--- src/rtl/uart_pkg.sv ---
// Definitions shared by the UART transmit and receive FSMs.
// Holds the state codes and the default frame geometry.
package uart_pkg;

  localparam int DEFAULT_OVERSAMPLE = 16;
  localparam int DEFAULT_DATA_BITS  = 8;

  // The TX FSM relies on these same codes, so keep the values fixed.
  typedef enum logic [1:0] {
    IDLE  = 2'd0,
    START = 2'd1,
    DATA  = 2'd2,
    STOP  = 2'd3
  } uart_state_e;

endpackage : uart_pkg

--- src/rtl/uart_rx_sync.sv ---
// Brings the asynchronous rx line into the clk domain and flags its falling edges.
// All flops reset to 1, which is the idle line level.
module uart_rx_sync (
  input  logic clk,
  input  logic areset_n,
  input  logic rx,
  output logic rx_s,
  output logic fall
);

  logic meta_q;
  logic sync_q;
  logic hist_q;

  // NOTE: sequential state uses non-blocking assignments, so every flop samples pre-edge values.
  always_ff @(posedge clk or negedge areset_n) begin
    if (!areset_n) begin
      meta_q <= 1'b1;
      sync_q <= 1'b1;
      hist_q <= 1'b1;
    end else begin
      meta_q <= rx;
      sync_q <= meta_q;
      hist_q <= sync_q;
    end
  end

  assign rx_s = sync_q;
  assign fall = hist_q & ~sync_q;

endmodule : uart_rx_sync

--- src/rtl/uart_rx_fsm.sv ---
// 8N1 UART receiver driven by a 16x oversampling tick.
// It samples mid-bit, reports each byte with rx_done and each bad stop bit with frame_error.
module uart_rx_fsm
  import uart_pkg::*;
#(
  parameter int DATA_BITS  = DEFAULT_DATA_BITS,
  parameter int OVERSAMPLE = DEFAULT_OVERSAMPLE
) (
  input  logic                 clk,
  input  logic                 areset_n,
  input  logic                 rx,
  input  logic                 baud_tick_16x,
  output logic [DATA_BITS-1:0] data_out,
  output logic                 rx_done,
  output logic                 frame_error,
  output logic                 busy
);

  localparam int TW = $clog2(OVERSAMPLE);
  localparam int BW = $clog2(DATA_BITS);

  localparam logic [TW-1:0] T_MID  = TW'(OVERSAMPLE / 2 - 1);
  localparam logic [TW-1:0] T_END  = TW'(OVERSAMPLE - 1);
  localparam logic [BW-1:0] B_LAST = BW'(DATA_BITS - 1);

  logic rx_s;
  logic fall;

  uart_rx_sync u_sync (
    .clk      (clk),
    .areset_n (areset_n),
    .rx       (rx),
    .rx_s     (rx_s),
    .fall     (fall)
  );

  uart_state_e          state_q, state_d;
  logic [TW-1:0]        tcnt_q, tcnt_d;
  logic [BW-1:0]        bcnt_q, bcnt_d;
  logic [DATA_BITS-1:0] sr_q, sr_d;
  logic [DATA_BITS-1:0] data_d;
  logic                 done_d;
  logic                 ferr_d;
  logic                 busy_d;

  always_ff @(posedge clk or negedge areset_n) begin
    if (!areset_n) begin
      state_q     <= IDLE;
      tcnt_q      <= '0;
      bcnt_q      <= '0;
      sr_q        <= '0;
      data_out    <= '0;
      rx_done     <= 1'b0;
      frame_error <= 1'b0;
      busy        <= 1'b0;
    end else begin
      state_q     <= state_d;
      tcnt_q      <= tcnt_d;
      bcnt_q      <= bcnt_d;
      sr_q        <= sr_d;
      data_out    <= data_d;
      rx_done     <= done_d;
      frame_error <= ferr_d;
      busy        <= busy_d;
    end
  end

  // NOTE: every signal gets a default before the case, so no path can infer a latch.
  always_comb begin
    state_d = state_q;
    tcnt_d  = tcnt_q;
    bcnt_d  = bcnt_q;
    sr_d    = sr_q;
    data_d  = data_out;
    done_d  = 1'b0;
    ferr_d  = 1'b0;

    unique case (state_q)
      IDLE: begin
        tcnt_d = '0;
        bcnt_d = '0;
        if (fall) state_d = START;
      end

      START: begin
        if (baud_tick_16x) begin
          if (tcnt_q == T_MID) begin
            tcnt_d  = '0;
            // A line that is high again at mid start bit was only a glitch.
            state_d = rx_s ? IDLE : DATA;
          end else begin
            tcnt_d = tcnt_q + 1'b1;
          end
        end
      end

      DATA: begin
        if (baud_tick_16x) begin
          if (tcnt_q == T_END) begin
            sr_d   = {rx_s, sr_q[DATA_BITS-1:1]};
            tcnt_d = '0;
            if (bcnt_q == B_LAST) begin
              state_d = STOP;
            end else begin
              bcnt_d = bcnt_q + 1'b1;
            end
          end else begin
            tcnt_d = tcnt_q + 1'b1;
          end
        end
      end

      STOP: begin
        if (baud_tick_16x) begin
          if (tcnt_q == T_END) begin
            tcnt_d  = '0;
            state_d = IDLE;
            if (rx_s) begin
              data_d = sr_q;
              done_d = 1'b1;
            end else begin
              ferr_d = 1'b1;
            end
          end else begin
            tcnt_d = tcnt_q + 1'b1;
          end
        end
      end

      default: state_d = IDLE;
    endcase

    busy_d = (state_d != IDLE);
  end

endmodule : uart_rx_fsm

--- config.mk ---
export PLATFORM = sky130hd
export DESIGN_NAME = uart_rx_fsm
export DESIGN_NICKNAME = d
export VERILOG_FILES = /design/src/rtl/uart_pkg.sv /design/src/rtl/uart_rx_sync.sv /design/src/rtl/uart_rx_fsm.sv
export SDC_FILE = /design/constraint.sdc
export NUM_CORES = 1
export LEC_CHECK = 0
export BUFFER_PORTS_ARGS = -buffer_cell sky130_fd_sc_hd__buf_2
export CORE_MARGIN = 2
export CORE_UTILIZATION = 25
export CTS_CLUSTER_DIAMETER = 40
export DETAILED_ROUTE_END_ITERATION = 6
export SLEW_MARGIN = 40
export SYNTH_ARGS = -nofsm -noshare
export SYNTH_HDL_FRONTEND = slang
export SYNTH_SLANG_ARGS = --single-unit
--- constraint.sdc ---
create_clock -name clk -period 1.7 [get_ports clk]
set_input_delay 0.085 -clock clk [delete_from_list [all_inputs] [get_ports clk]]
set_output_delay 0.085 -clock clk [all_outputs]
set_load 0.05 [all_outputs]
== Word level (Yosys, flattened, before mapping) ==
Cells that the tools add are included.
Storage, ports and cells
  bits in registers: 31
  output and inout port bits: 11
  input bits: 4
  word-level logic and storage cells: 61
Cells by class
  eq/ne operators: 11
  add/sub/neg operators: 2
  mux-type cells: 27
  reductions and logical operators: 8
  bitwise operators: 2
Operator list (number)
  2-to-1 mux 2 bit: 9
  2-to-1 mux 4 bit: 4
  one-hot mux 4 bit (3 select lines): 1
  2-to-1 mux 3 bit: 3
  2-to-1 mux 1 bit: 8
  inequality test 2 bit, second input constant: 4
  one-hot mux 2 bit (4 select lines): 1
  AND reduction 4 bit: 2
  one-hot mux 3 bit (2 select lines): 1
  adder 4 x 1 -> 4 bit, second input constant: 1
  == test 2 bit, second input constant: 2
  == test 4 x 3 -> 1 bit, second input constant: 1
  == test 4 bit, second input constant: 1
  nonzero test 2 bit: 2
  adder 3 x 1 -> 3 bit, second input constant: 1
  == test 3 bit, second input constant: 1
  AND reduction 3 bit: 1
  == test 2 x 1 -> 1 bit, second input constant: 1
  logical NOT 2 bit: 1
  inequality test 2 x 1 -> 1 bit, second input constant: 1
  AND reduction 2 bit: 1
  OR reduction 2 bit: 1
  bitwise AND 1 bit: 1
  NOT 1 bit: 1

== Longest topological paths before layout ==
Gate-level depths: netlist of run 1.
  word-level depth: 6
  gate-level depth with buffers: 5
  mapped depth without buffers: 5

== Hierarchy ==
From an unflattened synthesis of run 1, not the netlist that was laid out.
Unflattened totals
  cells, all modules: 110
  area, all modules: 1443.9 um2
By module, submodules not included
  uart_rx_fsm: area each 1351.3 um2, cells each 106, instances 1, seq. area each 700.7 um2
  uart_rx_sync: area each 92.6 um2, cells each 4, instances 1, seq. area each 78.8 um2

== Least setup slack after synthesis of run 1 ==
OpenSTA, ideal clock, no wires.
  path kind: reg2reg
  start: reg bcnt_q[0]
  end: reg bcnt_q[0]
  stages on the path, launching flop included: 6
  period minus slack after synthesis: 1.698 ns
  arrival: 1.598 ns
  setup time: 0.101 ns
  path buffers: 0
  data required time: 1.599 ns
  setup slack: 0.002 ns
  cells stage by stage: dfrtp_1 > ha_1 > ha_1 > or3_4 > or2_4 > o311ai_2
Between the ends
  longest elaborated chain between the ends: 5
  elaborated cells between the ends (all ways): 8
  those cells by class: add/sub (1); eq/ne (2); mux (4); reduce/logical (1)
RTL lines
  start: declaration: line uart_rx_fsm.sv:39  | logic [BW-1:0] bcnt_q, bcnt_d;
  start signal: assignment: line uart_rx_fsm.sv:59  | bcnt_q <= bcnt_d;
  adder 3 x 1 -> 3 bit: line uart_rx_fsm.sv:105  | bcnt_d = bcnt_q + 1'b1;
  2-to-1 mux 3 bit: line uart_rx_fsm.sv:102  | if (bcnt_q == B_LAST) begin
  2-to-1 mux 3 bit: line uart_rx_fsm.sv:99  | if (tcnt_q == T_END) begin
  2-to-1 mux 3 bit: line uart_rx_fsm.sv:98  | if (baud_tick_16x) begin
  one-hot mux 3 bit (2 select lines): line uart_rx_fsm.sv:78  | unique case (state_q)
Several ways; a longest one is shown, not always the timed one. The select of a mux whose other input is x is not followed.
A chain may end at the register's enable or synchronous reset.

== Worst setup path after layout of run 1 ==
  start: reg bcnt_q[1]
  end: reg bcnt_q[0]
Between the ends
  longest elaborated chain between the ends: 3
RTL lines (line)
  == test 3 bit: uart_rx_fsm.sv:102
  inequality test 2 bit (no line)
  AND reduction 4 bit (no line)
Every way passes these cells.

==> results of run 1 <==
[critical path, stage by stage, from the launching register on]
cell                       delay [ps]
sky130_fd_sc_hd__dfrtp_1          400
sky130_fd_sc_hd__ha_2             210
sky130_fd_sc_hd__ha_4             150
sky130_fd_sc_hd__or3_4            320
sky130_fd_sc_hd__or2_4            260
sky130_fd_sc_hd__o311ai_4         260
[power breakdown]
part / leakage (nW) / switching (mW) / internal (mW)
clock: 0.0612 / 0.264 / 0.474
sequential: 0.408 / 0.0860 / 0.818
combinational: 0.377 / 0.290 / 0.248
[layout by cell type (no fill, tap or decap), drive strengths merged, types with 3 or more instances in the layout]
cell type / count
nor2: 6
nand3: 4
buf: 28
inv: 3
nand2: 12
dfrtp: 28
ha: 3
clkbuf: 6
dfstp: 3
mux2: 16
[area by class of cell]
cell class	count	area share [%]
Sequential cell	31	44.1
Clock buffer	6	4.66
Tap cell	70	4.95
Inverter	3	0.636
Clock inverter	2	1.98
Timing Repair Buffer	30	11.0
Multi-Input combinational cell	66	32.7
[path summary, 6_finish.rpt]
| check | startpoint | to | slack, ps |
|---|---|---|---|
| min in group asynchronous | areset_n | busy$_DFF_PN0_ | 390 |
| worst max-delay path | bcnt_q[1]$_DFFE_PN0P_ | bcnt_q[0]$_DFFE_PN0P_ | 3 |
| worst max register to register | bcnt_q[1]$_DFFE_PN0P_ | bcnt_q[0]$_DFFE_PN0P_ | 3 |
| max in group asynchronous | areset_n | tcnt_q[3]$_DFFE_PN0P_ | 840 |
| worst min register to register | u_sync.meta_q$_DFF_PN1_ | u_sync.rx_s$_DFF_PN1_ | 360 |
| worst min-delay path | baud_tick_16x | tcnt_q[1]$_DFFE_PN0P_ | 170 |
[per-stage QoR]
| step | cell area, sq um | worst slack, ps |
|---|---|---|
| floorplan | 1350 | 1.92 |
| global placement | 1560 | 38.9 |
| detailed placement | 1560 | -32.4 |
| CTS | 1720 | -11.1 |
| global route | 1770 | -42.1 |
| finish | 1770 | 2.97 |
[flip-flops by register name, indices dropped and copies added, names as in the netlist]
signal and count:
bcnt_q 3, busy 1, data_out 8, frame_error 1, rx_done 1, sr_q 8
state_q 2, tcnt_q 4, u_sync.hist_q 1, u_sync.meta_q 1, u_sync.rx_s 1
[cells by family (layout without fill, tap and decap cells)]
group           count (synthesis)  count (layout)  share of synthesized area [%]
fa+ha+maj                       3               3                           2.79
compound gates                 12              12                           7.44
xor+xnor                        2               2                           1.30
flops                          31              31                           57.9
mux                            17              17                           14.1
buf+inv                         6              41                           1.95
simple gates                   32              32                           14.5
[timing repair]
action                                 4_1_cts  5_1_grt
setup endpoints to repair                   10        6
pin swaps                                    1        4
buffers inserted                             1        4
endpoints found under the hold margin       29        0
hold buffers                                 2        0
resized for setup                            4        3
[metal layers]
metal	vias to the layer above	wire, microns	track usage, %
li1	429	-	-
met1	437	1180	10.3
met2	12	1180	15.0
met3	6	63	2.79
met4	0	65	5.36
met5	-	0	0
==> summary.md, run 1 <==
| Metric | Value |
|---|---|
| Clock Sinks | 31 |
| Drt initial violations | 48 |
| Final global-route overflow total | 0 |
| Initial cell density of the core | 26.2% |
| Cell Count Post-Placement | 193 |
| Sort of element at the end of the critical path | flip-flop |
| Total Die Area | 5990 sq um |
| Result of the run | complete, no violations |
| Average wire per cell in the routed design | 11.9 microns |
| Standard cell core area | 5140 sq um |
| Final routed DRC violation total | 0 |
| Wire length of the first global-routing pass | 4.24 mm |
| Antenna Nets Post-Route | 0 |
| Number of register bits inferred by synthesis | 31 |
| Number of cell instances on the worst register-to-register path | 5 |
| GRT Overall Usage | 9.07% |
| Slew at the pin with the worst max-slew slack | 677 ps |
| Crit path time final | 1700 ps |
| Worst clock skew on the final layout | 3.79 ps |
| Post-synthesis average cell area | 13.1 sq um |
| Die W | 77.4 microns |
| Vias | 884 |
| Number of filler cells placed in the layout | 528 |
| Predominant post-synthesis flop cell | sky130_fd_sc_hd__dfrtp_1 |
| Cell chosen for the clock root | sky130_fd_sc_hd__clkbuf_8 |
| Placement Rows | 26 |
| Most frequent cells after synthesis | 28 x sky130_fd_sc_hd__dfrtp_1, 16 x sky130_fd_sc_hd__mux2_2, 11 x sky130_fd_sc_hd__nand2_1 |
| Height of the die | 77.4 microns |
| Post-synth net total | 110 |
| Max capacitance violation total | 0 |
| Drt total wl | 2.49 mm |
| Multi-input gate area in the final layout | 578 sq um |
| CP required | 1880 ps |
| Share of final-layout standard cells stronger than drive strength 1 | 48.6% |
| Max frequency | 0.589 GHz |
| Final std cells w/o fill | 208 |
| Synthesized instance count | 103 |
| Startpoint kind of the worst setup timing path | flip-flop |
| Setup_tns | 0 ps |
| Number of nets in the finished design | 144 |
| Sequential-to-total area share from yosys stat | 57.9% |
| Synth async-reset ratio | 100% |
| Drt first pass iters | 4 |
| Number of enable-type register cells in the synthesized netlist | 0 |
| Final number of hold-violating endpoints | 0 |
| Final design utilization | 34.4% |
| Antenna violations before repair | 0 |
| Library cell occupying the most area in the post-synthesis netlist | sky130_fd_sc_hd__dfrtp_1 |
| Cell depth of the worst hold path | 3 |
| Setup violation total in the final timing report | 0 |
| Top-area cell type share of the netlist area | 52.0% |
| Vias/cell | 4.25 |
| Signed area change from the synthesized netlist to the final layout | 31.5% |
| Pwr per Cell Area | 1230 nW/um^2 |
| Top-Level Pins | 15 |
| Netlist Area Pre-Place | 1350 sq um |
| RSZ-0062 raised after global routing | yes |
| Worst vdd rail ir drop | 0.521 mV |
| Number of buffers created by CTS | 5 |
| Setup CP Type | flip-flop to flip-flop |
| Clock latency on the worst-skew pair | 280 ps |
| Max Buffers Root-to-Sink | 2 |
| Max-slew violation count | 0 |
| Clock slew seen by the registers of the worst setup and hold paths | 60 ps |
| Leakage | 0.846 nW |
| Estimated wirelength of the detail-placed design | 1.67 mm |
| Maximum fanout encountered on the critical timing path | 3 |
| Hold slack final | 168 ps |
| Warning count from the yosys run | 0 |
| Largest net degree at the start of global routing | 32 |
| H-tree depth | 2 |
| Number of inserted diodes | 0 |
| Total power | 2.18 mW |
| Worst endpoint data arrival time | 1880 ps |
| Final cycle utilization of the critical path | 99.8% |
| TritonCTS clock tree | built |
| Port Buf Inserts | 14 |
| Area of all sequential standard cells | 781 sq um |
| Number of distinct library cells after synthesis | 32 |
| Most common cell in the netlist | sky130_fd_sc_hd__dfrtp_1 |
| Worst rel slew slack | 54.9% |
| Final RePlAce weighted congestion | 0.764 |
| Vias in the first global route | 928 |
| Leading post-synthesis cells by cell area | sky130_fd_sc_hd__dfrtp_1 52%, sky130_fd_sc_hd__mux2_2 13%, sky130_fd_sc_hd__dfstp_2 5.9% |
| Hold/Removal Path Class | input port to flip-flop |
(Power assumes the default switching activity.)
==> run 2, diff against run 1 <==
BUFFER_PORTS_ARGS = default   (was -buffer_cell sky130_fd_sc_hd__buf_2)
CORE_UTILIZATION = 54   (was 25)
DONT_BUFFER_PORTS = 1   (was default)
PLACE_DENSITY = 0.72   (was default)
RECOVER_POWER = 25   (was default)
==> summary.md, run 2 (synthesis gave the netlist of run 1 again) <==
| Metric | Value |
|---|---|
| Crit path time final | 1680 ps |
| Critical-path cell with the highest stage delay | sky130_fd_sc_hd__dfrtp_1 |
| Drt total wl | 2.37 mm |
| Vias/cell | 5.68 |
| Total Die Area | 2910 sq um |
| Reg-to-reg critical path startpoint | bcnt_q[0]$_DFFE_PN0P_ |
| Worst endpoint data arrival time | 1910 ps |
| Clock Sinks | 31 |
| RSZ-0062 raised after global routing | yes |
| Final global-route overflow total | 0 |
| Clock latency on the worst-skew pair | 320 ps |
| H-tree depth | 2 |
| Maximum fanout encountered on the critical timing path | 3 |
| Max-slew violation count | 0 |
| Sort of element at the end of the critical path | flip-flop |
| Worst rel slew slack | 51.7% |
| Estimated wirelength of the detail-placed design | 1.58 mm |
| Drt first pass iters | 4 |
| Dpl cell area | 1440 sq um |
| Final std cells w/o fill | 155 |
| Critical path startpoint | bcnt_q[0]$_DFFE_PN0P_ |
| Height of the die | 53.9 microns |
| Placement Rows | 18 |
| Critical path's top delay family | simple AND/OR/NAND/NOR gates |
| Chain of cells forming the critical path | ha_2 > ha_4 > or3_4 > or2_4 > o311ai_2 |
| Setup CP Type | flip-flop to flip-flop |
| Final RePlAce weighted congestion | 0.811 |
| Slew at the pin with the worst max-slew slack | 725 ps |
| Number of buffer and inverter instances along the worst setup path | 0 |
| Highest cell delay on the worst timing path | 390 ps |
| Pwr per Cell Area | 1150 nW/um^2 |
| Drt initial violations | 17 |
| Placement Setup Slack | -5.49 ps |
| Worst vdd rail ir drop | 0.686 mV |
| Setup violation total in the final timing report | 0 |
| Top-Level Pins | 15 |
| Registers with the highest flip-flop counts | data_out x8, sr_q x8, tcnt_q x4 |
| Standard cell core area | 2410 sq um |
| Startpoint kind of the worst setup timing path | flip-flop |
| Hold/Removal Path Class | input port to flip-flop |
| Final critical-path setup slack | 21.0 ps |
| Max frequency | 0.596 GHz |
| CP required | 1930 ps |
| Setup_tns | 0 ps |
| Number of nets in the finished design | 131 |
| Antenna Nets Post-Route | 0 |
| GRT Overall Usage | 18.5% |
| Port Buf Inserts | 0 |
| Cell Count Post-Placement | 140 |
| Largest net degree at the start of global routing | 32 |
| Result of the run | complete, no violations |
| Clock slew seen by the registers of the worst setup and hold paths | 90 ps |
| Antenna violations before repair | 0 |
| Final number of hold-violating endpoints | 0 |
| Die W | 53.9 microns |
| TritonCTS clock tree | built |
| Max capacitance violation total | 0 |
| Signed area change from the synthesized netlist to the final layout | 17.4% |
| Wire length of the first global-routing pass | 3.64 mm |
| Vias in the first global route | 850 |
| Setup slack on the worst flop-to-flop path | 20 ps |
| Number of buffers created by CTS | 5 |
| Leakage | 0.751 nW |
| Leading cell type in the layout, fill and taps excluded | sky130_fd_sc_hd__dfrtp_1 |
| Layout Cell Area excl Fill | 1580 sq um |
| Number of filler cells placed in the layout | 191 |
| Startpoint of the tightest hold check path | baud_tick_16x |
| Vias | 880 |
| Number of inserted diodes | 0 |
| Final routed DRC violation total | 0 |
| Share of final-layout standard cells stronger than drive strength 1 | 41.6% |
| Average wire per cell in the routed design | 15.3 microns |
| Final cycle utilization of the critical path | 98.8% |
| Worst clock skew on the final layout | 5.84 ps |
| Cell chosen for the clock root | sky130_fd_sc_hd__clkbuf_4 |
| Initial cell density of the core | 55.9% |
| Max Buffers Root-to-Sink | 2 |
| Commonest non-fill, non-tap cells in the layout | 27 x sky130_fd_sc_hd__dfrtp_1, 16 x sky130_fd_sc_hd__mux2_2, 13 x sky130_fd_sc_hd__buf_4, 11 x sky130_fd_sc_hd__nand2_1, 5 x sky130_fd_sc_hd__clkbuf_4 |
-- run 2: changes by cell type in the layout (fill, tap and decap cells not counted), sizes merged --
cell	change
buf	-15
clkbuf	+2
bufinv	-1
dlygate4sd3	+1
-- run 2: timing repair --
| action | 4_1_cts | 5_1_grt |
|---|---|---|
| pin swaps | 1 | 2 |
| resized for setup | 2 | 3 |
| hold buffers | 4 | 0 |
| endpoints found under the setup margin | 1 | 11 |
| setup buffers | 2 | 1 |
| endpoints found under the hold margin | 34 | 0 |
-- run 2: path summary, 6_finish.rpt --
| kind | endpoint | cells past startpoint |
|---|---|---|
| worst min register to register | u_sync.rx_s$_DFF_PN1_ | 0 |
| worst max register to register | bcnt_q[0]$_DFFE_PN0P_ | 5 |
| min in group asynchronous | data_out[0]$_DFFE_PN0P_ | 2 |
| worst max-delay path | bcnt_q[0]$_DFFE_PN0P_ | 5 |
| max in group asynchronous | tcnt_q[3]$_DFFE_PN0P_ | 2 |
| worst min-delay path | state_q[0]$_DFF_PN0_ | 3 |
-- run 2: power breakdown --
part           switching (mW)  total [mW]  leakage [nW]  internal (mW)
logic                   0.235       0.447         0.308          0.212
registers               0.118       0.934         0.408          0.816
clock network           0.236       0.437        0.0353          0.200
-- run 2: per-layer routing --
| metal | track usage, % | up-vias | routed length (microns) |
|---|---|---|---|
| met2 | 29.5 | 26 | 1190 |
| met3 | 8.61 | 4 | 120 |
| li1 | - | 408 | - |
| met4 | 7.69 | 0 | 38 |
| met1 | 21.4 | 442 | 1020 |
| met5 | 0 | - | 0 |
-- run 2: final cells by class --
cell class              count  area [sq um]  area share (%)
inverters                   3          11.3           0.713
clock inverters             1          5.00           0.317
repair buffers             17           133            8.39
clock buffers               7          55.1            3.48
multi-input cells          66           558            35.3
well taps                  30          37.5            2.38
flip-flops and latches     31           781            49.4
-- run 2: through the flow --
step	total power [mW]	hold WS (ps)	util (%)
final	1.82	21.2	65.6
after global routing	1.94	11.7	65.6
after global placement	1.34	-210	59.9
after CTS	1.83	10.2	65.3
after detailed placement	1.36	-210	59.9
after floorplan	1.21	-211	-
-- run 2: tightest hold or removal path, cell delays in order --
cell and delay [ps]:
sky130_fd_sc_hd__nand4_1 70, sky130_fd_sc_hd__a32oi_1 70, sky130_fd_sc_hd__o31ai_1 80
==> run 3, diff against run 2 <==
--- a/config.mk
+++ b/config.mk
@@ -7,4 +7,5 @@
 export LEC_CHECK = 0
+export ABC_AREA = 1
 export CORE_MARGIN = 2
-export CORE_UTILIZATION = 54
+export CORE_UTILIZATION = 55
 export CTS_CLUSTER_DIAMETER = 40
@@ -12,3 +13,4 @@
 export DONT_BUFFER_PORTS = 1
-export PLACE_DENSITY = 0.72
+export GPL_TIMING_DRIVEN = 0
+export PLACE_DENSITY = 0.73
 export RECOVER_POWER = 25
--- a/constraint.sdc
+++ b/constraint.sdc
@@ -3,2 +3,2 @@
 set_output_delay 0.085 -clock clk [all_outputs]
-set_load 0.05 [all_outputs]
+set_load 0.005 [all_outputs]
==> summary.md, run 3 <==
| Metric | Value |
|---|---|
| Number of inserted diodes | 0 |
| Worst endpoint data arrival time | 1690 ps |
| Number of register bits inferred by synthesis | 31 |
| Number of nets in the finished design | 162 |
| GRT Overall Usage | 20.1% |
| Initial cell density of the core | 57.5% |
| Post-synthesis mux area share | 0% |
| Synth async-reset ratio | 100% |
| Final cycle utilization of the critical path | 85.9% |
| Antenna Nets Post-Route | 0 |
| Clock latency on the worst-skew pair | 340 ps |
| Leakage | 0.771 nW |
| Height of the die | 54.9 microns |
| Synthesized instance count | 144 |
| Estimated wirelength of the detail-placed design | 1.65 mm |
| Sequential-to-total area share from yosys stat | 54.7% |
| Relative contribution of combinational cells to total power | 18.4% |
| Post-synthesis average cell area | 9.90 sq um |
| Most frequent cells after synthesis | 35 x sky130_fd_sc_hd__nand2_1, 28 x sky130_fd_sc_hd__dfrtp_1, 23 x sky130_fd_sc_hd__inv_1 |
| Worst rel slew slack | 50.3% |
| Startpoint kind of the worst setup timing path | flip-flop |
| Final routed DRC violation total | 0 |
| Simple-Gate Fraction of Synth Area | 21.2% |
| Drt total wl | 2.34 mm |
| Worst clock skew on the final layout | 15.2 ps |
| Port Buf Inserts | 0 |
| Warning count from the yosys run | 0 |
| Commonest non-fill, non-tap cells in the layout | 35 x sky130_fd_sc_hd__nand2_1, 28 x sky130_fd_sc_hd__dfrtp_1, 23 x sky130_fd_sc_hd__inv_1, 15 x sky130_fd_sc_hd__o21ai_2, 7 x sky130_fd_sc_hd__nor2_1 |
| Library cell occupying the most area in the post-synthesis netlist | sky130_fd_sc_hd__dfrtp_1 |
| Predominant post-synthesis flop cell | sky130_fd_sc_hd__dfrtp_1 |
| Xor and xnor fraction of the mapped netlist area | 0.615% |
| RSZ-0062 raised after global routing | no |
| Signed area change from the synthesized netlist to the final layout | 9.31% |
| Registers with the highest flip-flop counts | data_out x8, sr_q x8, tcnt_q x4 |
| Total Die Area | 3010 sq um |
| Sort of element at the end of the critical path | flip-flop |
| Wire length of the first global-routing pass | 4.13 mm |
| Hold slack final | 120 ps |
| Pwr per Cell Area | 1030 nW/um^2 |
| Max capacitance violation total | 0 |
| Cell Count Post-Placement | 174 |
| Fraction of the mapped netlist area in compound gates | 12.7% |
| Placement Rows | 18 |
| Largest net degree at the start of global routing | 32 |
| Top-Level Pins | 15 |
| Portion of total power attributed to the clock network | 28.3% |
| Sequential Power Share | 53.2% |
| Crit path time final | 1460 ps |
| Share of final-layout standard cells stronger than drive strength 1 | 25.6% |
| Number of filler cells placed in the layout | 204 |
| Post-synth net total | 151 |
| Cell depth of the worst hold path | 4 |
| Max-slew violation count | 0 |
| Setup bufs post-CTS | 0 |
| Average wire per cell in the routed design | 12.6 microns |
| Number of buffers created by CTS | 5 |
| Worst vdd rail ir drop | 0.686 mV |
| Number of cell instances on the worst register-to-register path | 7 |
| Final std cells w/o fill | 186 |
| Maximum fanout encountered on the critical timing path | 10 |
| Slew at the pin with the worst max-slew slack | 746 ps |
| Combinational family with the most area after synthesis | simple AND/OR/NAND/NOR gates |
| Most common cell in the netlist | sky130_fd_sc_hd__nand2_1 |
| Leading post-synthesis cells by cell area | sky130_fd_sc_hd__dfrtp_1 49%, sky130_fd_sc_hd__nand2_1 9.2%, sky130_fd_sc_hd__o21ai_2 9.2% |
| Adder and majority gate portion of the synthesized area | 2.63% |
| Number of distinct library cells after synthesis | 23 |
| Net Sw Power | 0.506 mW |
| Drt initial violations | 20 |
| Netlist Area Pre-Place | 1430 sq um |
| Vias/cell | 5.06 |
| Final global-route overflow total | 0 |
| Leading cell type in the layout, fill and taps excluded | sky130_fd_sc_hd__nand2_1 |
| CP required | 1930 ps |
| H-tree depth | 2 |
| Die W | 54.9 microns |
| Clock slew seen by the registers of the worst setup and hold paths | 90 ps |
| Final RePlAce weighted congestion | 0.760 |
| Resize count post-CTS | 0 |
| Vias in the first global route | 992 |
| Setup CP Type | flip-flop to flip-flop |
| Result of the run | complete, no violations |
| Hold/Removal Path Class | input port to flip-flop |
| Final number of hold-violating endpoints | 0 |
| Antenna violations before repair | 0 |
| Hold buffer count at cts | 4 |
| Setup_tns | 0 ps |
| Clock Sinks | 31 |
| Max frequency | 0.685 GHz |
| Total internal power | 1.09 mW |
| Drt first pass iters | 5 |
| TritonCTS clock tree | built |
| Setup violation total in the final timing report | 0 |
| Standard cell core area | 2480 sq um |
| Top-area cell type share of the netlist area | 49.2% |
| Cell chosen for the clock root | sky130_fd_sc_hd__clkbuf_4 |
| Net Sw Frac | 31.6% |
| Number of enable-type register cells in the synthesized netlist | 0 |
| Vias | 941 |
| Max Buffers Root-to-Sink | 2 |
[run 3: cell count changes after synthesis, moves of 3 or more]
cell	delta
sky130_fd_sc_hd__mux2_2	-16
sky130_fd_sc_hd__nand2_2	+3
sky130_fd_sc_hd__inv_1	+20
sky130_fd_sc_hd__o21ai_0	+3
sky130_fd_sc_hd__nand2_1	+24
sky130_fd_sc_hd__o21ai_2	+15
sky130_fd_sc_hd__nor2_1	+3
[run 3: power by group through the flow]
stage / clock network, mW / logic (mW) / registers (mW)
after floorplan: 0 / 0.226 / 0.854
after global placement: 0 / 0.254 / 0.862
after detailed placement: 0 / 0.277 / 0.867
after CTS: 0.459 / 0.304 / 0.852
after global routing: 0.491 / 0.355 / 0.861
final: 0.454 / 0.295 / 0.852
[run 3: worst paths after layout]
check,start,end,slack (ps)
min,baud_tick_16x,rx_done$_DFF_PN0_,120
min in group asynchronous,areset_n,sr_q[0]$_DFFE_PN0P_,340
max in group asynchronous,areset_n,bcnt_q[0]$_DFFE_PN0P_,870
min reg2reg,u_sync.meta_q$_DFF_PN1_,u_sync.rx_s$_DFF_PN1_,360
max reg2reg,tcnt_q[0]$_DFFE_PN0P_,sr_q[6]$_DFFE_PN0P_,240
max,tcnt_q[0]$_DFFE_PN0P_,sr_q[6]$_DFFE_PN0P_,240
[run 3: area by class of cell]
class	instances	area (sq um)	share of cell area, %
Clock buffer	7	55.1	3.53
Multi-Input combinational cell	87	529	34.0
Sequential cell	31	779	50.0
Tap cell	30	37.5	2.41
Timing Repair Buffer	4	35.0	2.25
Inverter	23	86.3	5.54
Clock inverter	1	5.00	0.321
Buffer	3	30.0	1.93
[run 3: critical path, cell delays in order (launching register included)]
cell	delay [ps]
sky130_fd_sc_hd__dfrtp_1	390
sky130_fd_sc_hd__ha_1	230
sky130_fd_sc_hd__nand3_2	160
sky130_fd_sc_hd__nor2_8	160
sky130_fd_sc_hd__nand3_4	120
sky130_fd_sc_hd__buf_6	180
sky130_fd_sc_hd__nand2_2	60
sky130_fd_sc_hd__o21ai_2	50
[run 3: routing by layer]
layer | wire (microns) | track usage, %
met1 | 1090 | 23.9
met2 | 1110 | 33.3
met3 | 88 | 5.91
met4 | 50 | 9.76
met5 | 0 | 0
[run 3: per-stage QoR]
step	cell area, sq um	setup slack [ps]	power [mW]	util (%)
after floorplan	1430	408	1.08	-
after global placement	1460	284	1.12	59.0
after detailed placement	1460	252	1.14	59.0
after CTS	1570	244	1.61	63.5
after global routing	1560	154	1.71	62.9
final	1560	240	1.60	62.9
[run 3: cells by family after synthesis]
family,after synthesis
XOR/XNOR,1
AO/OA/AOI/OAI,24
adder cells (fa/ha/maj),3
buffers and inverters,26
flip-flops,31
AND/OR/NAND/NOR,59
